===== src/rtl/instr_fetch_if.sv =====
// Fetch-stage bundle: PC and pipe controls, instruction-memory port, and the
// decode-facing instruction and counters.
interface instr_fetch_if;
   logic [15:0] pc;
   logic        stall_IM_ID;
   logic        flow_change_ID_EX;
   logic [15:0] im_addr;
   logic        im_rd_en;
   logic [15:0] im_rdata;
   logic [15:0] instr_IM_ID;
   logic        instr_vld_IM_ID;
   logic [15:0] fetch_cnt;
   logic [15:0] bubble_cnt;

   modport master (
      input  pc, stall_IM_ID, flow_change_ID_EX, im_rdata,
      output im_addr, im_rd_en, instr_IM_ID, instr_vld_IM_ID, fetch_cnt, bubble_cnt
   );

   modport slave (
      output pc, stall_IM_ID, flow_change_ID_EX, im_rdata,
      input  im_addr, im_rd_en, instr_IM_ID, instr_vld_IM_ID, fetch_cnt, bubble_cnt
   );
endinterface


===== src/rtl/instr_fetch.sv =====
// Instruction-fetch stage and IM_ID boundary: drives the synchronous instruction memory,
// holds the slot across stalls, squashes the wrong-path slot and counts fetches/bubbles.
module instr_fetch #(
   parameter logic [15:0] NOP_INSTR = 16'hF000
) (
   input logic           clk,
   input logic           rst,
   instr_fetch_if.master bus
);
   logic        r_held;
   logic        r_hold_vld;
   logic        r_squash;
   logic [15:0] r_hold_instr;
   logic [15:0] r_fetch_cnt;
   logic [15:0] r_bubble_cnt;

   logic [15:0] w_instr;
   logic        w_vld;

   always_comb begin
      w_instr = bus.im_rdata;
      w_vld   = 1'b1;
      if (r_held) begin
         w_instr = r_hold_instr;
         w_vld   = r_hold_vld;
      end else if (r_squash) begin
         w_instr = NOP_INSTR;
         w_vld   = 1'b0;
      end
   end

   // Snapshot the visible slot on the first stall edge so the output no longer depends on
   // what the memory does with its read data while reads are disabled.
   always_ff @(posedge clk or posedge rst) begin
      if (rst) begin
         r_held       <= 1'b0;
         r_hold_instr <= NOP_INSTR;
         r_hold_vld   <= 1'b0;
         r_squash     <= 1'b1;
         r_fetch_cnt  <= 16'h0000;
         r_bubble_cnt <= 16'h0000;
      end else if (bus.stall_IM_ID) begin
         if (!r_held) begin
            r_hold_instr <= w_instr;
            r_hold_vld   <= w_vld;
            r_held       <= 1'b1;
         end
      end else begin
         r_held   <= 1'b0;
         r_squash <= bus.flow_change_ID_EX;
         if (w_vld) begin
            r_fetch_cnt <= r_fetch_cnt + 16'd1;
         end else if (r_bubble_cnt != 16'hFFFF) begin
            r_bubble_cnt <= r_bubble_cnt + 16'd1;
         end
      end
   end

   assign bus.im_addr         = bus.pc;
   assign bus.im_rd_en        = !bus.stall_IM_ID && !rst;
   assign bus.instr_IM_ID     = w_instr;
   assign bus.instr_vld_IM_ID = w_vld;
   assign bus.fetch_cnt       = r_fetch_cnt;
   assign bus.bubble_cnt      = r_bubble_cnt;
endmodule


===== src/flat_wrapper.sv =====
// flat-port wrapper written by rule: the top's interface ports become plain ports
module instr_fetch_flat 
#(
   parameter logic [15:0] NOP_INSTR = 16'hF000
)
  (clk, rst, bus_pc, bus_stall_IM_ID, bus_flow_change_ID_EX, bus_im_rdata, bus_im_addr, bus_im_rd_en, bus_instr_IM_ID, bus_instr_vld_IM_ID, bus_fetch_cnt, bus_bubble_cnt);
  instr_fetch_if bus_i ();
  input logic clk;
  input logic rst;
  input wire logic [$bits(bus_i.pc)-1:0] bus_pc;
  input wire logic [$bits(bus_i.stall_IM_ID)-1:0] bus_stall_IM_ID;
  input wire logic [$bits(bus_i.flow_change_ID_EX)-1:0] bus_flow_change_ID_EX;
  input wire logic [$bits(bus_i.im_rdata)-1:0] bus_im_rdata;
  output wire logic [$bits(bus_i.im_addr)-1:0] bus_im_addr;
  output wire logic [$bits(bus_i.im_rd_en)-1:0] bus_im_rd_en;
  output wire logic [$bits(bus_i.instr_IM_ID)-1:0] bus_instr_IM_ID;
  output wire logic [$bits(bus_i.instr_vld_IM_ID)-1:0] bus_instr_vld_IM_ID;
  output wire logic [$bits(bus_i.fetch_cnt)-1:0] bus_fetch_cnt;
  output wire logic [$bits(bus_i.bubble_cnt)-1:0] bus_bubble_cnt;
  assign bus_i.pc = bus_pc;
  assign bus_i.stall_IM_ID = bus_stall_IM_ID;
  assign bus_i.flow_change_ID_EX = bus_flow_change_ID_EX;
  assign bus_i.im_rdata = bus_im_rdata;
  assign bus_im_addr = bus_i.im_addr;
  assign bus_im_rd_en = bus_i.im_rd_en;
  assign bus_instr_IM_ID = bus_i.instr_IM_ID;
  assign bus_instr_vld_IM_ID = bus_i.instr_vld_IM_ID;
  assign bus_fetch_cnt = bus_i.fetch_cnt;
  assign bus_bubble_cnt = bus_i.bubble_cnt;
  instr_fetch #(.NOP_INSTR(NOP_INSTR)) u_core (.clk(clk), .rst(rst), .bus(bus_i));
endmodule

===== config.mk =====
export PLATFORM = sky130hd
export DESIGN_NAME = instr_fetch_flat
export DESIGN_NICKNAME = d
export VERILOG_FILES = /design/src/rtl/instr_fetch_if.sv /design/src/rtl/instr_fetch.sv /design/src/flat_wrapper.sv
export SDC_FILE = /design/constraint.sdc
export NUM_CORES = 1
export LEC_CHECK = 0
export ABC_CLOCK_PERIOD_IN_PS = 4470
export CAP_MARGIN = 40
export CELL_PAD_IN_SITES_DETAIL_PLACEMENT = 1
export CELL_PAD_IN_SITES_GLOBAL_PLACEMENT = 1
export CORE_MARGIN = 1.5
export CORE_UTILIZATION = 35
export DETAILED_ROUTE_END_ITERATION = 8
export PLACE_DENSITY = 0.84
export SLEW_MARGIN = 20
export SYNTH_ARGS = -nofsm -noshare
export SYNTH_HDL_FRONTEND = slang
export SYNTH_SLANG_ARGS = --single-unit
export TNS_END_PERCENT = 10

===== constraint.sdc =====
create_clock -name clk -period 4.47 [get_ports clk]
set_input_delay 0.894 -clock clk [delete_from_list [all_inputs] [get_ports clk]]
set_output_delay 0.894 -clock clk [all_outputs]
set_load 0.05 [all_outputs]

# Yosys cells after proc, flatten, opt, wreduce, memory -nomap -nowiden
# Index checks and enable logic that the tools add are counted.
# W data, S select, Z words.
# op_classes
n_eq_ne	1
reduce_logical	6
mux	5
n_bitwise	3
addsub	2
# op_table
operator	n
$add A16 B1 Y16 const B	2
$mux W16	2
$ne A16 B16 Y1 const B	1
$reduce_and A2 Y1	2
$mux W1	3
$not A1 Y1	3
$reduce_and A3 Y1	1
$logic_not A1 Y1	2
$logic_and A1 B1 Y1	1
# totals
register_bits	51
elab_cells	23

# Depth between registers and ports, before layout
# depth
depth_word	4
depth_mapped	6
mapped_depth_nobuf	5

# Least setup slack after synthesis
# No wires, ideal clock.
# synth_timing
path_type	in2out
from	input port bus_im_rdata[5]
to	output port bus_instr_IM_ID[5]
path_stages	2
arrival_time_ns	2.036
slack_ns	1.540
path_cell_list	nand2b_1 o21ai_0
# synth_via
elab_chain_cells	2
# synth_lines
item	line_no	text
start: declaration	flat_wrapper.sv:13	input wire logic [$bits(bus_i.im_rdata)-1:0] bus_im_rdata;
$mux W16	instr_fetch.sv:26	end else if (r_squash) begin
$mux W16	instr_fetch.sv:23	if (r_held) begin
end: declaration	flat_wrapper.sv:16	output wire logic [$bits(bus_i.instr_IM_ID)-1:0] bus_instr_IM_ID;
# Every way passes these cells.

# Worst setup path in the final report
# layout_timing
from	input port bus_stall_IM_ID
to	output port bus_im_rd_en
# layout_via
elab_chain_cells	2
# layout_lines
item	line_no	text
start: declaration	flat_wrapper.sv:11	input wire logic [$bits(bus_i.stall_IM_ID)-1:0] bus_stall_IM_ID;
$logic_not A1 Y1	instr_fetch.sv:60	assign bus.im_rd_en = !bus.stall_IM_ID && !rst;
$logic_and A1 B1 Y1	instr_fetch.sv:60	
end: declaration	flat_wrapper.sv:15	output wire logic [$bits(bus_i.im_rd_en)-1:0] bus_im_rd_en;
# Every way passes these cells.

==> flow_metrics.tcl <==
set metrics [dict create \
    clk_latency_ns 0.30 \
    max_freq_mhz 295.3 \
    num_vias 2090 \
    routedWlPerCell_um 14.91 \
    path_max_fanout 9 \
    dieArea_mm2 0.008054 \
    fin_area_mm2 0.003374 \
    drv_cap 0 \
    mostFrequentLayoutCell "clkdlybuf4s50_1" \
    io_pins 102 \
    finClkSkew_ns 0.01132 \
    synth-edff-count 0 \
    relSlewSlack 0.5746 \
    critical_path_class "in2out" \
    ant_nets 0 \
    initial_core_util 0.3631 \
    r2r_slack_ns 2.53 \
    outcome "complete, no violations" \
    endpoint_kind "primary output" \
    setup_viol 0 \
    post_cts_resized 0 \
    fillers 857 \
    tns_ns 0 \
    layout_common_cells "clkdlybuf4s50_1, dfrtp_1, nand2_1" \
    io_buffers 69 \
    reg2reg_depth 4 \
    hp-start "u_core.bus.fetch_cnt[15]$_DFFE_PP0P_" \
    cts.path.max_buffers 2 \
    via_per_inst 5.000 \
    cts_root_buf "clkbuf_8" \
    die_w_um 89.75 \
    worst_pin_slew_ns 0.6382 \
    fin_nets 356 \
    synth_flop_cell "dfrtp_1" \
    synth.distinct_cells 36 \
    rows 31 \
    seq_area_mm2 0.001282 \
    cts_hold_buf 0 \
    gp_congestion 0.7938 \
    drt_iter0_drc 40 \
    grt_start_max_net_pins 52 \
    dpl_cell_area_mm2 0.003293 \
    async_flop_share 1.000 \
    cts_max_level 2 \
    firstDrtPassIters 4 \
    cts_tree "yes" \
    grt_pass1_vias 2218 \
    seq_area_frac_synth 0.4869 \
    postSynthCellCount 269 \
    multi_input_area_mm2 0.001141 \
    arrival_ns 2.49 \
    grt_pass1_wl_um 10900 \
    cts_buffers 5 \
    rsz0062_at_grt "no" \
    dp_hpwl_um 4608 \
    p_leak_nw 1.359 \
    num_antenna_cells 0 \
    syn_area_mm2 0.002634 \
    whs_endpoint "u_core.bus.fetch_cnt[15]$_DFFE_PP0P_" \
    drive_gt1_frac 0.08464 \
    synth_seq_cells 51 \
    wl_um 6231 \
    globalRouteOverflowTotal 0 \
    peakVddDrop_mv 0.2943 \
    fin_crit_ns 3.387 \
    grt.total_usage 0.1663 \
    p_per_area_mw_per_mm2 431.0 \
    start_kind "input pin" \
    hold_depth 1 \
    min_path_type "reg2reg" \
    clock-sinks 51 \
    yosys_warnings 0 \
    coreArea_mm2 0.007253 \
    synthToLayoutAreaGrowth_pct 28.12 \
    post-cts-setup-buffer-count 0 \
    antenna_found_initial 0 \
    fp.dieH_um 89.75 \
    fin_crit_sh 0.7577 \
    avgSynthCellArea_um2 9.791 \
    cp.required_ns 3.58 \
    drc_errors 0 \
    clkTransAtPathRegs_ns 0.09 \
    slew_viol_final 0 \
    hold_viol 0 \
    r2r_end "u_core.bus.bubble_cnt[8]$_DFFE_PP0P_" \
    syn-num-nets 307 \
    critical_path.reg2reg.startpoint "u_core.r_squash$_DFFE_PP1N_" \
]
logic make-up (layout without fill, tap and decap cells):
group,after synthesis,in the layout,synth area share
and+or+nand+nor,104,104,0.2157
xor gates and xnor gates,26,26,0.08646
adders and majority gates,2,2,0.009500
buffers and inverters,37,87,0.07981
DFF,51,51,0.4869
AOI/OAI and AO/OA,45,45,0.1017
muxes,4,4,0.01995
per-stage QoR:
stage | hold slack [ns] | total power [W] | cells | worst slack [ns] | utilization
2_1_floorplan | 0.4497 | 0.001042 | 269 | 1.540 | -
3_3_place_gp | 0.4595 | 0.001195 | 409 | 1.076 | 0.4516
3_5_place_dp | 0.4663 | 0.001214 | 410 | 1.077 | 0.4540
4_1_cts | 0.4790 | 0.001478 | 418 | 1.069 | 0.4652
5_1_grt | 0.5155 | 0.001540 | 418 | 1.011 | 0.4652
6_report | 0.4702 | 0.001454 | 418 | 1.083 | 0.4652
area by class of cell:
cell class                 count  area share
timing repair buffer          71      0.2113
multi-input combinational    181      0.3382
clock inverter                 1    0.001483
clock buffer                   7     0.02262
inverter                       8    0.009640
tap                           99     0.03671
sequential                    51      0.3801
synth_stat cells, types with 8 or more instances:
cell | instances | share of area
nand4_1 | 11 | 0.026
clkbuf_1 | 9 | 0.013
nor3_1 | 10 | 0.019
nand2b_1 | 15 | 0.036
inv_1 | 8 | 0.011
nand3_1 | 11 | 0.021
xnor2_1 | 23 | 0.076
o21ai_0 | 25 | 0.048
nand2_1 | 34 | 0.048
a21oi_1 | 11 | 0.021
buf_4 | 16 | 0.046
dfrtp_1 | 46 | 0.44
worst max-delay path, cell delays in order:
cell             delay, ns
clkdlybuf4s50_1       0.61
nor2_1                0.18
clkdlybuf4s50_1       0.81
state kept, by name, summed over array words and instances, names as in the netlist:
signal and cells:
u_core.bus.bubble_cnt 16, u_core.bus.fetch_cnt 16, u_core.r_held 1, u_core.r_hold_instr 16, u_core.r_hold_vld 1, u_core.r_squash 1
metal layers:
layer  vias to the layer above  share of wire  global-route usage
met1                      1042           0.42              0.2018
met2                        41           0.53              0.2990
li1                       1000              -                   -
met3                         7          0.033             0.03215
met4                         0          0.010             0.04762
met5                         -              0                   0
worst max-delay path by stage:
stage / slack (ns) / depth (start not counted) / startpoint / endpoint
3_5_place_dp: 1.08 / 3 / bus_stall_IM_ID / bus_im_rd_en
2_1_floorplan: 1.54 / 2 / bus_im_rdata[5] / bus_instr_IM_ID[5]
5_1_grt: 1.01 / 3 / bus_stall_IM_ID / bus_im_rd_en
3_3_place_gp: 1.08 / 3 / bus_stall_IM_ID / bus_im_rd_en
6_report: 1.08 / 3 / bus_stall_IM_ID / bus_im_rd_en
4_1_cts: 1.07 / 3 / bus_stall_IM_ID / bus_im_rd_en
where the power goes:
| part | internal, W | total, W | switching, W |
|---|---|---|---|
| combinational | 0.000208 | 0.000577 | 0.000369 |
| sequential | 0.000537 | 0.000621 | 0.0000837 |
| clock | 0.000110 | 0.000256 | 0.000146 |
| total | 0.000856 | 0.00145 | 0.000599 |
Power figures use the tool's default switching activity.
